==> src/rtl/if_types_pkg.sv <==
// Shared types for the cache command path between the register file, the
// op sequencer and the cache core.
package if_types_pkg;

  localparam int RegDataWidth         = 64;
  localparam int RegKeyWidth          = 32;
  localparam int DefaultTimeoutCycles = 255;

  typedef logic [RegDataWidth-1:0] data_bits_t;
  typedef logic [RegKeyWidth-1:0]  key_bits_t;

  typedef enum logic [1:0] {
    NOOP   = 2'd0,
    READ   = 2'd1,
    UPSERT = 2'd2,
    DELETE = 2'd3
  } operation_e;

  typedef enum logic [1:0] {
    IDLE  = 2'd0,
    ISSUE = 2'd1,
    WAIT  = 2'd2,
    WBACK = 2'd3
  } seq_state_e;

  typedef struct packed {
    data_bits_t dat;
    key_bits_t  key;
    operation_e operation;
  } reg_read_t;

  typedef struct packed {
    data_bits_t dat;
    logic       data_valid;
    logic       busy;
    logic       busy_valid;
    operation_e operation;
    logic       operation_valid;
  } reg_write_t;

endpackage

==> src/rtl/redis_cache_op_sequencer.sv <==
// Runs one cache command at a time: latch from the register file, issue to the
// core, wait for a response or timeout, then write the result back.
module redis_cache_op_sequencer
  import if_types_pkg::*;
#(
  parameter int TimeoutCycles = DefaultTimeoutCycles
) (
  input  logic       clk_i,
  input  logic       rst_ni,
  input  logic       start_i,
  input  reg_read_t  reg_read_i,
  output reg_write_t reg_write_o,
  output logic       core_req_valid_o,
  input  logic       core_req_ready_i,
  output operation_e core_req_op_o,
  output key_bits_t  core_req_key_o,
  output data_bits_t core_req_data_o,
  input  logic       core_resp_valid_i,
  input  logic       core_resp_hit_i,
  input  data_bits_t core_resp_data_i,
  output logic       hit_o,
  output logic       timeout_o
);

  localparam int CntWidth = $clog2(TimeoutCycles + 1);
  localparam logic [CntWidth-1:0] CntLast = CntWidth'(TimeoutCycles - 1);

  seq_state_e          state_reg, state_next;
  operation_e          op_reg;
  key_bits_t           key_reg;
  data_bits_t          data_reg;
  data_bits_t          resp_data_reg;
  logic                hit_reg;
  logic                timeout_reg;
  logic                busy_pulse_reg;
  logic [CntWidth-1:0] cnt_reg;
  logic                accept;
  logic                timed_out;

  assign accept    = start_i && (reg_read_i.operation != NOOP);
  assign timed_out = (cnt_reg == CntLast);

  always_ff @(posedge clk_i or negedge rst_ni) begin
    if (!rst_ni) begin
      state_reg      <= IDLE;
      op_reg         <= NOOP;
      key_reg        <= '0;
      data_reg       <= '0;
      resp_data_reg  <= '0;
      hit_reg        <= 1'b0;
      timeout_reg    <= 1'b0;
      busy_pulse_reg <= 1'b0;
      cnt_reg        <= '0;
    end else begin
      state_reg      <= state_next;
      busy_pulse_reg <= 1'b0;
      case (state_reg)
        IDLE: begin
          if (accept) begin
            op_reg         <= reg_read_i.operation;
            key_reg        <= reg_read_i.key;
            data_reg       <= reg_read_i.dat;
            timeout_reg    <= 1'b0;
            busy_pulse_reg <= 1'b1;
          end
        end
        ISSUE: begin
          if (core_req_ready_i) cnt_reg <= '0;
        end
        WAIT: begin
          cnt_reg <= cnt_reg + CntWidth'(1);
          // A response in the last tolerated cycle still counts as a response.
          if (core_resp_valid_i) begin
            hit_reg       <= core_resp_hit_i;
            resp_data_reg <= core_resp_data_i;
          end else if (timed_out) begin
            hit_reg     <= 1'b0;
            timeout_reg <= 1'b1;
          end
        end
        default: ;
      endcase
    end
  end

  always_comb begin
    state_next = state_reg;
    case (state_reg)
      IDLE:    if (accept) state_next = ISSUE;
      ISSUE:   if (core_req_ready_i) state_next = WAIT;
      WAIT:    if (core_resp_valid_i || timed_out) state_next = WBACK;
      WBACK:   state_next = IDLE;
      default: state_next = IDLE;
    endcase
  end

  always_comb begin
    reg_write_o      = '0;
    core_req_valid_o = (state_reg == ISSUE);
    if (busy_pulse_reg) begin
      reg_write_o.busy       = 1'b1;
      reg_write_o.busy_valid = 1'b1;
    end
    if (state_reg == WBACK) begin
      reg_write_o.busy_valid      = 1'b1;
      reg_write_o.operation       = NOOP;
      reg_write_o.operation_valid = 1'b1;
      // Only READ owns DAT; a miss or timeout returns zero.
      if (op_reg == READ) begin
        reg_write_o.data_valid = 1'b1;
        reg_write_o.dat        = hit_reg ? resp_data_reg : '0;
      end
    end
  end

  assign core_req_op_o   = op_reg;
  assign core_req_key_o  = key_reg;
  assign core_req_data_o = data_reg;
  assign hit_o           = hit_reg;
  assign timeout_o       = timeout_reg;

endmodule

==> config.mk <==
export PLATFORM = sky130hd
export DESIGN_NAME = redis_cache_op_sequencer
export DESIGN_NICKNAME = d
export VERILOG_FILES = /design/src/rtl/if_types_pkg.sv /design/src/rtl/redis_cache_op_sequencer.sv
export SDC_FILE = /design/constraint.sdc
export NUM_CORES = 1
export LEC_CHECK = 0
export BUFFER_PORTS_ARGS = -buffer_cell sky130_fd_sc_hd__buf_2
export CORE_UTILIZATION = 30
export CTS_CLUSTER_SIZE = 8
export DETAILED_ROUTE_END_ITERATION = 8
export SYNTH_ARGS = -nofsm -noshare
export SYNTH_HDL_FRONTEND = slang
export SYNTH_SLANG_ARGS = --single-unit
==> constraint.sdc <==
create_clock -name clk_i -period 1.95 [get_ports clk_i]
set_input_delay 0.195 -clock clk_i [delete_from_list [all_inputs] [get_ports clk_i]]
set_output_delay 0.195 -clock clk_i [all_outputs]
set_load 0.03 [all_outputs]
# ---- After elaboration in Yosys (flattened, before gate mapping)
# Cells that the tools add are included.
dict set report totals {
  regBits 175
  word_cells 52
  in_bits 168
}
dict set report op_classes {
  reduce_logical 13
  add_sub_neg 1
  mux 19
  eq_ne 10
}
# cell n
set ops {}
lappend ops {{two-way mux 65 bit} 2}
lappend ops {{two-way mux 64 bit} 1}
lappend ops {{case mux 8 bit (2 select lines)} 1}
lappend ops {{adder 8 x 1 -> 8 bit, second input constant} 1}
lappend ops {{== test 8 bit, second input constant} 1}
lappend ops {{two-way mux 2 bit} 4}
lappend ops {{two-way mux 8 bit} 1}
lappend ops {{!= test 2 bit, second input constant} 4}
lappend ops {{case mux 2 bit (4 select lines)} 1}
lappend ops {{AND reduction 2 bit} 4}
lappend ops {{nonzero test 2 bit} 4}
lappend ops {{two-way mux 1 bit} 7}
lappend ops {{== test 2 x 1 -> 1 bit, second input constant} 2}
lappend ops {{== test 2 bit, second input constant} 2}
lappend ops {{two-way mux 4 bit} 1}
lappend ops {{AND reduction 4 bit} 1}
lappend ops {{AND reduction 3 bit} 1}
lappend ops {{logical NOT 2 bit} 1}
lappend ops {{!= test 2 x 1 -> 1 bit, second input constant} 1}
lappend ops {{case mux 1 bit (2 select lines)} 1}
lappend ops {{logical AND 1 bit} 1}
lappend ops {{logical OR 1 bit} 1}

# ---- Logic depth before layout (Yosys ltp)
dict set report logic_depth {
  ltp_word 4
  depth_mapped 6
  ltp_nobuf 6
}

# ---- Least setup slack after synthesis
# No wires, ideal clock.
dict set report synth_timing {
  path_type {reg2out}
  from {register state_reg[1]}
  to {output port reg_write_o[60] (netlist name)}
  n_path_buf 1
  stages_incl_launch_ff 6
  setup_slack_ps -3
  t_required_ps 1755
  t_arrival_ps 1758
  path_cell_list {dfrtp_1 > ha_1 > nand2_1 > nor2_1 > clkbuf_1 > and3_1}
}
# item line_no
set synth_rtl {}
lappend synth_rtl {{start: declaration} redis_cache_op_sequencer.sv:28} ;# seq_state_e state_reg, state_next;
lappend synth_rtl {{start signal: assignment} redis_cache_op_sequencer.sv:55} ;# state_reg <= state_next;
lappend synth_rtl {{end: declaration} redis_cache_op_sequencer.sv:12} ;# output reg_write_t reg_write_o,

==> metrics.md <==
| Metric | Value |
|---|---|
| Status | `complete, but fails checks` |
| Failing checks | `negative setup slack` |
| WHS Path Cells | `2` |
| Antenna Violating Nets Remaining | `0` |
| Area occupied by multi-input gates | `2785 um^2` |
| Fin. Hold Viols | `0` |
| Psw | `7.307 mW` |
| Leading area contributor after synthesis | `dfrtp_1` |
| Synth-to-Final Area Change | `68.35%` |
| Worst setup EP type | `primary output` |
| Mapped cell area | `7214 um^2` |
| Warnings, synthesis | `0` |
| Synth Area per Inst | `14.37 um^2` |
| Crit path time final | `2.051 ns` |
| WP buf/inv | `3` |
| PortBufs | `336` |
| Gr usage total | `17.32%` |
| Fin. max-slew vios | `0` |
| Clock Root Buffer | `clkbuf_16` |
| Design area | `12,150 um^2` |
| Latest clock arrival within the worst-skew pair | `0.43 ns` |
| Crit path max fanout | `8` |
| Post-Place Worst Slack | `0.2607 ns` |
| Gate power share | `45.3%` |
| Post-synth cell types | `31` |
| Worst Path Arrival | `1.86 ns` |
| Routed WL per cell | `17.02 um` |
| DR vias/cell | `4.515` |
| Antenna violations before repair | `0` |
| CP delay by family, top | `buffers and inverters` |
| Rows | `56` |
| DRT Wirelength | `22,710 um` |
| WP data required | `1.75 ns` |
| Synth async-reset ratio | `100.0%` |
| Fill cell count | `2,007` |
| Area after DPL | `9364 um^2` |
| H-tree depth | `4` |
| CTS tree | `yes` |
| Register-to-Register Path Depth | `7` |
| P per Cell Area | `1473 nW/um^2` |
| Bufs on Longest Clock Path | `2` |
| Initial Util | `30.64%` |
| Largest net degree at the start of global routing | `56` |
| Routability cong. | `0.7192` |
| EDFF count, synth | `0` |
| Chip width | `157.1 um` |
| First-pass GRT wire length | `32,910 um` |
| Most common cell in the netlist | `dfrtp_1` |
| Max_cap viols | `0` |
| Setup violations, final | `50` |
| Top Ports | `339` |
| #FFs+latches synth | `175` |
| WP depth | `7` |
| Initial DRC count | `292` |
| Non-Filler Instances | `1,334` |
| Via count | `6,023` |
| Critical path launch point type | `register` |
| Sw frac | `40.85%` |
| Core Util, Final | `51.59%` |
| Seq pwr share | `36.0%` |
| Setup CP Type | `reg2out` |
| CTS sink count | `175` |
| Core Region | `23,540 um^2` |
| Clk network pwr share | `18.7%` |
| Largest cells by area after synthesis | `dfrtp_1 (61%), mux2_2 (25%), and3_1 (5.6%)` |
| Inst Count DP | `1,139` |
| Diodes inserted | `0` |
| DIE AREA | `24,670 um^2` |
| Reg2Reg Setup Slack | `0.06 ns` |
| Syn Inst Count | `502` |
| Worst Hold Class | `in2reg` |
| Vias in the first global route | `6,375` |
| Share of cells above drive strength 1 | `57.54%` |
| Sequential area share after synthesis | `60.70%` |
| Remaining DRCs | `0` |
| TritonCTS buffer count | `17` |
| Clock transition at the registers of the reported paths | `0.07 ns` |
| Commonest register cell after synthesis | `dfrtp_1` |
| Die Y | `157.1 um` |
| RSZ-0062 raised after global routing | `true` |
| Setup tns final | `-2.623 ns` |
| Nets | `1,177` |
| Setup Skew | `0.01178 ns` |
| DRT Pass-1 Iters | `4` |
| CP cell instances | `ha_2 -> nand2_2 -> nor2_4 -> buf_12 -> buf_16 -> and3_1 -> buf_6` |
| Pint | `10.58 mW` |
| Most frequent cells after synthesis | `dfrtp_1 (175), mux2_2 (162), and3_1 (65), buf_2 (16), clkbuf_1 (15)` |
| Fin crit share | `105.2%` |
| FMAX | `487.7 MHz` |
| Hpwl dp | `13,030 um` |
| Worst vdd rail ir drop | `1054 uV` |
| Slowest stage cell, crit path | `dfrtp_1` |
| Max incr delay on CP | `0.37 ns` |
| Leakage | `5.961 nW` |
| Storage cell area | `4379 um^2` |
| Total grt overflow | `0` |
| Yosys top cell area share | `60.70%` |
| Fin worst setup slack | `-0.1006 ns` |
-- final cells by class --
class | instances | share of cell area, %
Tap cell | 319 | 3.286
Clock inverter | 14 | 1.164
Clock buffer | 17 | 3.503
Sequential cell | 175 | 36.06
Inverter | 5 | 0.1545
Timing Repair Buffer | 515 | 32.90
Multi-Input combinational cell | 289 | 22.93
-- routing by layer --
metal	vias to the layer above	GRT usage, %	part of all wire [%]
li1	2780	-	-
met1	2963	18.95	40
met2	256	31.58	51
met3	24	5.589	7.0
met4	0	5.502	1.8
met5	-	0	0
-- power by group through the flow --
stage	logic, mW	registers [mW]	clock network, mW
after floorplan	3.07	8.35	0
after CTS	7.96	6.34	3.46
final	8.11	6.44	3.34
after global placement	7.35	6.31	0
after detailed placement	7.43	6.39	0
after global routing	8.58	6.64	3.62
-- cells in the final DEF (no fill, tap or decap), types with 4 or more instances in the layout --
cell	n
dfrtp_1	175
nand2_1	8
dlygate4sd3_1	155
nand3_1	5
mux2_2	162
buf_2	270
buf_4	14
o21ai_0	7
inv_8	5
and3_4	19
inv_1	5
and3_1	46
buf_12	8
nor3_1	4
ha_1	5
clkbuf_16	18
inv_6	4
buf_6	64
mux2i_1	4
-- final timing paths --
kind,end,from
min in group asynchronous,resp_data_reg[55],rst_ni
setup reg to reg,state_reg[1],state_reg[1]
hold reg to reg,core_req_key_o[10],core_req_key_o[10]
hold / removal,core_req_op_o[1],reg_read_i[1]
max in group asynchronous,resp_data_reg[47],rst_ni
setup / recovery,reg_write_o[61],state_reg[1]
-- repair_timing --
action	in CTS	in global routing
gates cloned	3	1
endpoints found under the setup margin	64	65
hold buffers	151	4
pin swaps	1	5
buffers inserted	4	1
gates resized for setup	110	45
endpoints found under the hold margin	191	4
-- per-stage QoR --
step | hold slack [ns] | power [mW]
after CTS | 0.0006793 | 17.76
after global routing | 0.001231 | 18.84
after global placement | 0.1684 | 13.67
after detailed placement | 0.1714 | 13.82
final | 0.02448 | 17.89
after floorplan | -0.1006 | 11.42
-- logic make-up (layout without fill, tap and decap cells) --
group           after synthesis  after routing  share of synthesized area, %
buf+inv                      39            551                         2.463
compound gates               18             18                         1.908
other cells                   1              2                       0.05198
flops                       175            175                         60.70
mux                         167            167                         26.05
fa+ha+maj                     6              6                         1.041
simple gates                 96             96                         7.787
(Power assumes the default switching activity.)
